<file path="config.mk">
export PLATFORM = sky130hd
export DESIGN_NAME = regfile_bypass_sb
export DESIGN_NICKNAME = d
export VERILOG_FILES = /design/src/rtl/regfile_bypass_sb.sv
export SDC_FILE = /design/constraint.sdc
export NUM_CORES = 1
export LEC_CHECK = 0
export CORE_MARGIN = 2
export CORE_UTILIZATION = 38
export DETAILED_ROUTE_END_ITERATION = 7
export PLACE_DENSITY = 0.59
export SLEW_MARGIN = 5
export SYNTH_ARGS = -nofsm -noshare
export SYNTH_HDL_FRONTEND = slang
export SYNTH_SLANG_ARGS = --single-unit
</file>
<file path="constraint.sdc">
create_clock -name clk -period 2.9 [get_ports clk]
set_input_delay 0.29 -clock clk [delete_from_list [all_inputs] [get_ports clk]]
set_output_delay 0.29 -clock clk [all_outputs]
set_load 0.05 [all_outputs]
</file>
<file path="src/rtl/regfile_bypass_sb.sv">
// regfile_bypass_sb: parametrised 2R1W register file with write bypass and pending-write scoreboard
// r0 reads as zero; READ_LAT selects combinational (0) or registered (1) read data.
module regfile_bypass_sb #(
    parameter int DATA_W = 16,
    parameter int ADDR_W = 4,
    parameter int READ_LAT = 0
) (
    input  logic                 clk,
    input  logic                 rst,
    input  logic [ADDR_W-1:0]    src_reg1,
    input  logic [ADDR_W-1:0]    src_reg2,
    output logic [DATA_W-1:0]    src_data1,
    output logic [DATA_W-1:0]    src_data2,
    input  logic [ADDR_W-1:0]    dst_reg,
    input  logic                 write_reg,
    input  logic [DATA_W-1:0]    dst_data,
    input  logic                 issue_valid,
    input  logic [ADDR_W-1:0]    issue_reg,
    output logic                 busy1,
    output logic                 busy2,
    output logic [2**ADDR_W-1:0] busy_vec
);
    localparam int NREGS = 2**ADDR_W;
    logic [DATA_W-1:0] mem [NREGS];
    logic [NREGS-1:0] pending, setMask, clrMask;
    logic [DATA_W-1:0] rd1, rd2;
    logic wrHit;
    always_comb begin
        wrHit = write_reg && (dst_reg != '0);
        setMask = issue_valid ? (NREGS'(1) << issue_reg) : '0;
        clrMask = write_reg ? (NREGS'(1) << dst_reg) : '0;
        rd1 = (src_reg1 == '0) ? '0 : (wrHit && dst_reg == src_reg1) ? dst_data : mem[src_reg1];
        rd2 = (src_reg2 == '0) ? '0 : (wrHit && dst_reg == src_reg2) ? dst_data : mem[src_reg2];
        // a writeback landing this cycle is forwarded, so it already satisfies the hazard
        busy1 = pending[src_reg1] && !(write_reg && dst_reg == src_reg1);
        busy2 = pending[src_reg2] && !(write_reg && dst_reg == src_reg2);
    end
    always_ff @(posedge clk or negedge rst)
        if (!rst) begin
            for (int i = 0; i < NREGS; i++) mem[i] <= '0;
            pending <= '0;
        end else begin
            if (wrHit) mem[dst_reg] <= dst_data;
            pending <= ((pending & ~clrMask) | setMask) & ~NREGS'(1);
        end
    assign busy_vec = pending;
    generate
        if (READ_LAT == 1) begin : gReg
            always_ff @(posedge clk or negedge rst)
                if (!rst) begin
                    src_data1 <= '0;
                    src_data2 <= '0;
                end else begin
                    src_data1 <= rd1;
                    src_data2 <= rd2;
                end
        end else begin : gComb
            assign src_data1 = rd1;
            assign src_data2 = rd2;
        end
    endgenerate
endmodule

</file>
==> impl_results.md, run 1 <==
- Die H: 202.8 um
- Pleak: 7.585 nW
- Slew headroom: 0.5544
- Worst-path fanout max: 3
- Register clock-pin slew on the reported worst setup and hold paths: 0.06 ns
- Worst path slowest cell: mux4_2
- Flops & latches, synth: 271
- Critical Path AT: 2.54 ns
- H-tree Lvls: 1
- Max Cap Viol: 0
- Ports: 86
- Pre-antenna DRT Iters: 5
- Via/cell ratio: 5.876
- Hold WC Path Type: primary input to async pin
- Post-synth EDFFs: 0
- Row count: between 70 and 80
- WL/cell: 27.25 um
- Register area share after synthesis: 0.4515
- Dominant synthesized flop cell: dfrtp_1
- Num CTS Buffers: 31
- Largest net degree at the start of global routing: 82
- Final Setup Violations: 0
- Clock Tree Root: clkbuf_16
- Crit path top cell by count: buf_4
- Area added between synthesis and finish: 20.09%
- Fmax: 352.9 MHz
- Pwr Total: 0.01303 W
- Synthesized net count: roughly 1100
- Data required time at the worst endpoint: 2.61 ns
- Residual DRC: 0
- Post-synthesis cell area: 15020 um^2
- Via count: ~10000
- GRT overflow: 0
- First-pass GRT wire length: 69490 um
- Critical path capture point type: primary output
- Overall Global Routing Usage: 0.2265
- # diodes: 0
- Slew @ Worst Pin: 0.6684 ns
- Dpl ws: 0.05990 ns
- Run status: finished, final reports clean
- Worst stage delay on the critical path: about 0.46 ns
- Later-pin clock latency in the skew report: between 0.5 and 0.6 ns
- CP top delay family: multiplexers
- Async S/R FF share, synth: 1.000
- Skew final: 0 ns
- Power per cell area: 722.6 nW/um^2
- Violation count after the first detailed-route iteration: 754
- Peak supply drop: between 0.4 and 0.5 mV
- Worst path buffer plus inverter count: 2
- Floorplan Core Area: around 39000 um^2
- Synth Area per Inst: 14.36 um^2
- Syn Inst Count: 1046
- Nets: between 1000 and 1500
- Yosys warnings: 0
- RSZ-0062 raised after global routing: false
- Clk buf depth: 3
- CTS sink count: between 200 and 300
- Die X: 202.8 um
- Vias in the first global route: 10500
- Setup TNS: 0 ns
- Gpl congestion: approximately 0.8
- Critical path class: flip-flop to primary output
- Startpoint type of the worst setup path: flip-flop
- ANT nets after route: 0
- Initial Util: 0.3869
- Fin crit share: 0.9771
- # port buffers: 84
- Worst-path cell chain: mux4_2, mux2_2, a221oi_4, a21oi_2, buf_4, buf_4
- Post-synthesis cell type count: 52
- Slew Limit Fails: 0
- Fill cell count: 3390
- Worst setup margin: 0.06638 ns
- WHS: 0.3289 ns
- Layout cell share with drive strength beyond 1: 0.4617
- CTS tree: yes
- Final hold vios: 0
- Tmin final: 2.834 ns
- Hpwl dp: 30190 um
- WL final: approximately 45000 um
- Initial antenna violation count: 1
- Postcts setup bufs: 0
- Die ar.: 41130 um^2
synthesized netlist by cell type (3+ instances only):
cell,instances,share of area
a21boi_0,16,0.0080
a21oi_1,17,0.0057
a22o_1,15,0.0087
a2bb2oi_1,32,0.019
buf_1,7,0.0017
buf_2,37,0.012
buf_4,11,0.0055
buf_6,9,0.0067
clkbuf_1,56,0.014
dfrtp_1,271,0.45
inv_1,3,0.00075
mux2_1,30,0.022
mux2_2,194,0.15
mux2_4,18,0.018
mux2i_1,52,0.035
mux4_2,119,0.18
nand2_1,12,0.0030
nand2b_1,7,0.0029
nand3_2,3,0.0020
nor2_1,18,0.0045
nor2_2,10,0.0042
o21ai_0,17,0.0057
o22ai_1,31,0.013
o31ai_1,3,0.0015
o41ai_1,16,0.0093
or3_1,4,0.0017
xnor2_1,7,0.0041
layout make-up:
cell class,count,area (um^2),share of cell area
clock inverters,15,156.4,0.008670
flip-flops and latches,271,6782,0.3759
well taps,518,648.1,0.03593
clock buffers,43,880.8,0.04883
repair buffers,167,1914,0.1061
multi-input cells,650,7642,0.4237
inverters,4,15.01,0.0008323
stage by stage:
| stage | instance area (um^2) | utilization | std cells |
|---|---|---|---|
| 6_report | 18040 | 0.4646 | 1668 |
| 5_1_grt | 18040 | 0.4646 | 1668 |
| 4_1_cts | 18040 | 0.4646 | 1668 |
| 3_5_place_dp | 16970 | 0.4371 | 1609 |
| 3_3_place_gp | 16970 | 0.4371 | 1609 |
| 2_1_floorplan | 15020 | - | 1046 |
power by group:
part	internal [W]	switching, W
Clock	0.00238	0.00159
Combinational	0.00210	0.00172
Sequential	0.00462	0.000637
worst paths after layout:
check                          from  slack [ns]            end  cells past startpoint
setup / recovery            mem[62]        0.07  src_data1[14]                      6
hold / removal                  rst        0.33        mem[35]                      2
setup reg to reg           mem[118]        2.09       mem[118]                      1
hold reg to reg            mem[255]        0.40       mem[255]                      0
max in group asynchronous       rst        1.74        mem[42]                      3
min in group clk           mem[255]        0.40       mem[255]                      0
layout by cell type, fill, tap and decap left out, types with 4 or more instances in the layout:
cell,netlist,layout
buf_4,11,75
nand2b_1,7,7
clkdlybuf4s50_1,0,43
a22o_1,15,15
clkbuf_16,0,31
mux2_4,18,18
clkbuf_8,0,6
mux2_2,194,194
mux2i_1,52,52
xnor2_1,7,7
a21oi_1,17,16
buf_12,0,44
clkbuf_1,56,6
clkinv_2,0,10
nand2_1,12,12
mux4_2,119,119
dfrtp_1,271,271
or3_1,4,4
o21ai_0,17,17
nor2_2,10,11
nor2_1,18,17
mux2_1,30,30
a2bb2oi_1,32,32
a21boi_0,16,16
o22ai_1,31,31
o41ai_1,16,16
cell families (layout without fill, tap and decap cells):
kind of cell	after synthesis	count (layout)	synth area share
mux	413	413	0.3990
flops	271	271	0.4515
compound gates	157	157	0.07614
buf+inv	125	229	0.04165
simple gates	72	72	0.02740
xor+xnor	7	7	0.004082
other cells	1	1	0.0002497
sequential cells by signal, indices dropped and copies added, names as in the netlist:
signal    cells
mem         256
busy_vec     15
routing by layer:
layer | GRT usage | vias to the layer above | routed length (um)
li1 | - | 4213 | -
met1 | 0.3080 | 5215 | 19780
met2 | 0.3726 | 278 | 21910
met3 | 0.03772 | 94 | 2272
met4 | 0.07091 | 2 | 1475
met5 | 0 | - | 9
timing repair:
action | in CTS | in global routing
hold endpoints to repair | 77 | 0
hold buffers | 1 | 0
setup endpoints to repair | 1 | 1
pin swaps | 0 | 1
resized for setup | 3 | 0
(Power assumes the default switching activity.)
==> inputs of run 2 (changes only) <==
==> constraint.sdc (replaced) <==
create_clock -name clk -period 3.5 [get_ports clk]
set_input_delay 0.35 -clock clk [delete_from_list [all_inputs] [get_ports clk]]
set_output_delay 0.35 -clock clk [all_outputs]
set_load 0.05 [all_outputs]
==> impl_results.md, run 2 (synthesis gave the netlist of run 1 again) <==
- Pre-antenna DRT Iters: 4 (-1)
- Largest net degree at the start of global routing: 112 (+37%)
- Hold WC Path Type: flip-flop to flip-flop
- Peak supply drop: 0.3646 mV (-19%)
- Hpwl dp: 29800 um (-1.3%)
- Power per cell area: 610.3 nW/um^2 (-16%)
- Data required time at the worst endpoint: 3.15 ns (+0.54 ns)
- Violation count after the first detailed-route iteration: 694 (-8.0%)
- # diodes: 0 (unchanged)
- Most frequent cells in the layout: 271 x dfrtp_1, 194 x mux2_2, 119 x mux4_2
- WL final: 45850 um (+0.87%)
- Gpl congestion: 0.8319 (+1.9%)
- Final hold vios: 0 (unchanged)
- Row count: 72 (unchanged)
- Via/cell ratio: 5.991 (+2.0%)
- Register clock-pin slew on the reported worst setup and hold paths: 0.06 ns (about the same)
- FF-to-FF End: mem[232]
- Die H: 202.8 um (unchanged)
- Run status: finished, final reports clean
- Pleak: 7.443 nW (-1.9%)
- CTS tree: yes
- WL/cell: 27.91 um (+2.4%)
- Critical path class: primary input to primary output
- Worst-path cell chain: clkdlybuf4s50_1, nand2b_1, o22ai_1, nor2_1, a22o_1, buf_12
- Ports: 86 (unchanged)
- Layout cell share with drive strength beyond 1: 0.4524 (-0.009295)
- Storage cell area: 6782 um^2 (unchanged)
- Largest register by flop count: mem
- Fill cell count: 3391 (+0.029%)
- First-pass GRT wire length: 68990 um (-0.72%)
- Max reg flops: 256 (unchanged)
- Floorplan Core Area: 38830 um^2 (unchanged)
- Max Cap Viol: 0 (unchanged)
- Critical Path AT: 2.90 ns (+0.36 ns)
- Reg2reg path depth: 1 (unchanged)
- Worst reg2reg setup slack: 2.67 ns (+0.58 ns)
- Via count: 9844 (+0.43%)
- Die X: 202.8 um (unchanged)
- Skew final: 0 ns (unchanged)
- Postcts setup bufs: 0 (unchanged)
- Worst stage delay on the critical path: 0.72 ns (+0.26 ns)
- H-tree Lvls: 1 (unchanged)
- CTS sink count: 271 (unchanged)
- Critical R2R Launch: mem[232]
- Setup TNS: 0 ns (unchanged)
- WHS: 0.3928 ns (+0.06395 ns)
- RSZ-0062 raised after global routing: false
- Startpoint type of the worst setup path: primary input
- Later-pin clock latency in the skew report: 0.56 ns (about the same)
- Area of the multi-input gates: 7621 um^2 (-0.28%)
- Critical path capture point type: primary output
- Nets: 1142 (-1.6%)
- GRT overflow: 0 (unchanged)
- Worst path slowest cell: clkdlybuf4s50_1
- Die ar.: 41130 um^2 (unchanged)
- Clock Tree Root: clkbuf_16
- Residual DRC: 0 (unchanged)
- Overall Global Routing Usage: 0.2243 (-0.002182)
- Num CTS Buffers: 31 (unchanged)
- Clk buf depth: 3 (unchanged)
- Commonest non-fill, non-tap cell in the layout: dfrtp_1
- Area added between synthesis and finish: 18.33%
- Tmin final: approximately 3.3 ns
- # port buffers: 84 (unchanged)
- Slew @ Worst Pin: 1.126 ns (+0.4579 ns)
- Fin crit share: 0.9290
- Hold worst-path end: mem[249]
- Min-Delay Path Depth: 0
- ANT nets after route: 0 (unchanged)
- Slew Limit Fails: 0 (unchanged)
- Slew headroom: 0.2492 (-0.3053)
- Fmax: 307.5 MHz
- Initial Util: 0.3869 (unchanged)
- Vias in the first global route: 10180 (-3.1%)
- Final Setup Violations: 0 (unchanged)
- Initial antenna violation count: 0 (-1)
- Hold Path Origin: mem[249]
- Worst-path fanout max: 15 (+12)
-- run 2: cell count changes in the layout (fill, tap and decap cells not counted), sizes merged --
cell      previous run  this run
clkinv              10         5
bufinv               3         4
buf                123       104
clkbuf              43        38
clkinvlp             1         4
-- run 2: how the worst max path moves through the flow --
stage / slack (ns) / endpoint / from / depth (start not counted)
global placement: 0.33 / src_data1[5] / src_reg1[3] / 6
floorplan: 0.86 / src_data2[10] / src_reg2[3] / 7
detailed placement: 0.31 / src_data1[5] / src_reg1[3] / 6
finish: 0.25 / src_data1[13] / src_reg1[3] / 6
global route: 0.22 / src_data1[13] / src_reg1[3] / 6
CTS: 0.30 / src_data1[5] / src_reg1[3] / 6
-- run 2: worst max-delay path, delay by kind of cell --
kind / cells / cell delay [ns]
buf+inv: 2 / 0.88
compound gates: 2 / 0.81
simple gates: 2 / 0.85
-- run 2: per-layer routing --
layer	part of all wire	global-route usage	vias to the layer above
met5	0	0	-
met4	0.024	0.05787	0
met3	0.056	0.02729	76
met2	0.49	0.3750	337
met1	0.43	0.3114	5277
li1	-	-	4154
-- run 2: final cells by class --
cell class,count,share of cell area
Tap cell,518,0.03646
Inverter,4,0.0008447
Multi-Input combinational cell,650,0.4288
Clock inverter,14,0.01056
Clock buffer,38,0.04850
Sequential cell,271,0.3815
Timing Repair Buffer,148,0.09334
-- run 2: power by group --
group	leakage [nW]	internal [W]	switching (W)	total [W]
combinational	3.59	0.00170	0.00142	0.00311
clock	0.508	0.00202	0.00135	0.00337
sequential	3.35	0.00382	0.000536	0.00436
total	7.44	0.00754	0.00330	0.0108
-- run 2: what timing repair did --
item,in CTS,in global routing
gates resized for setup,0,0
hold buffers,1,0
endpoints found under the hold margin,104,0
-- run 2: metrics by stage --
stage / worst slack [ns] / utilization / instance area [um^2] / power [W] / std cells
after floorplan: 0.8583 / - / 15020 / 0.006368 / 1046
after global placement: 0.3274 / 0.4305 / 16710 / 0.007465 / 1590
after detailed placement: 0.3139 / 0.4305 / 16710 / 0.007520 / 1590
after CTS: 0.3012 / 0.4578 / 17770 / 0.01089 / 1643
after global routing: 0.2205 / 0.4578 / 17770 / 0.01129 / 1643
final: 0.2484 / 0.4578 / 17770 / 0.01085 / 1643
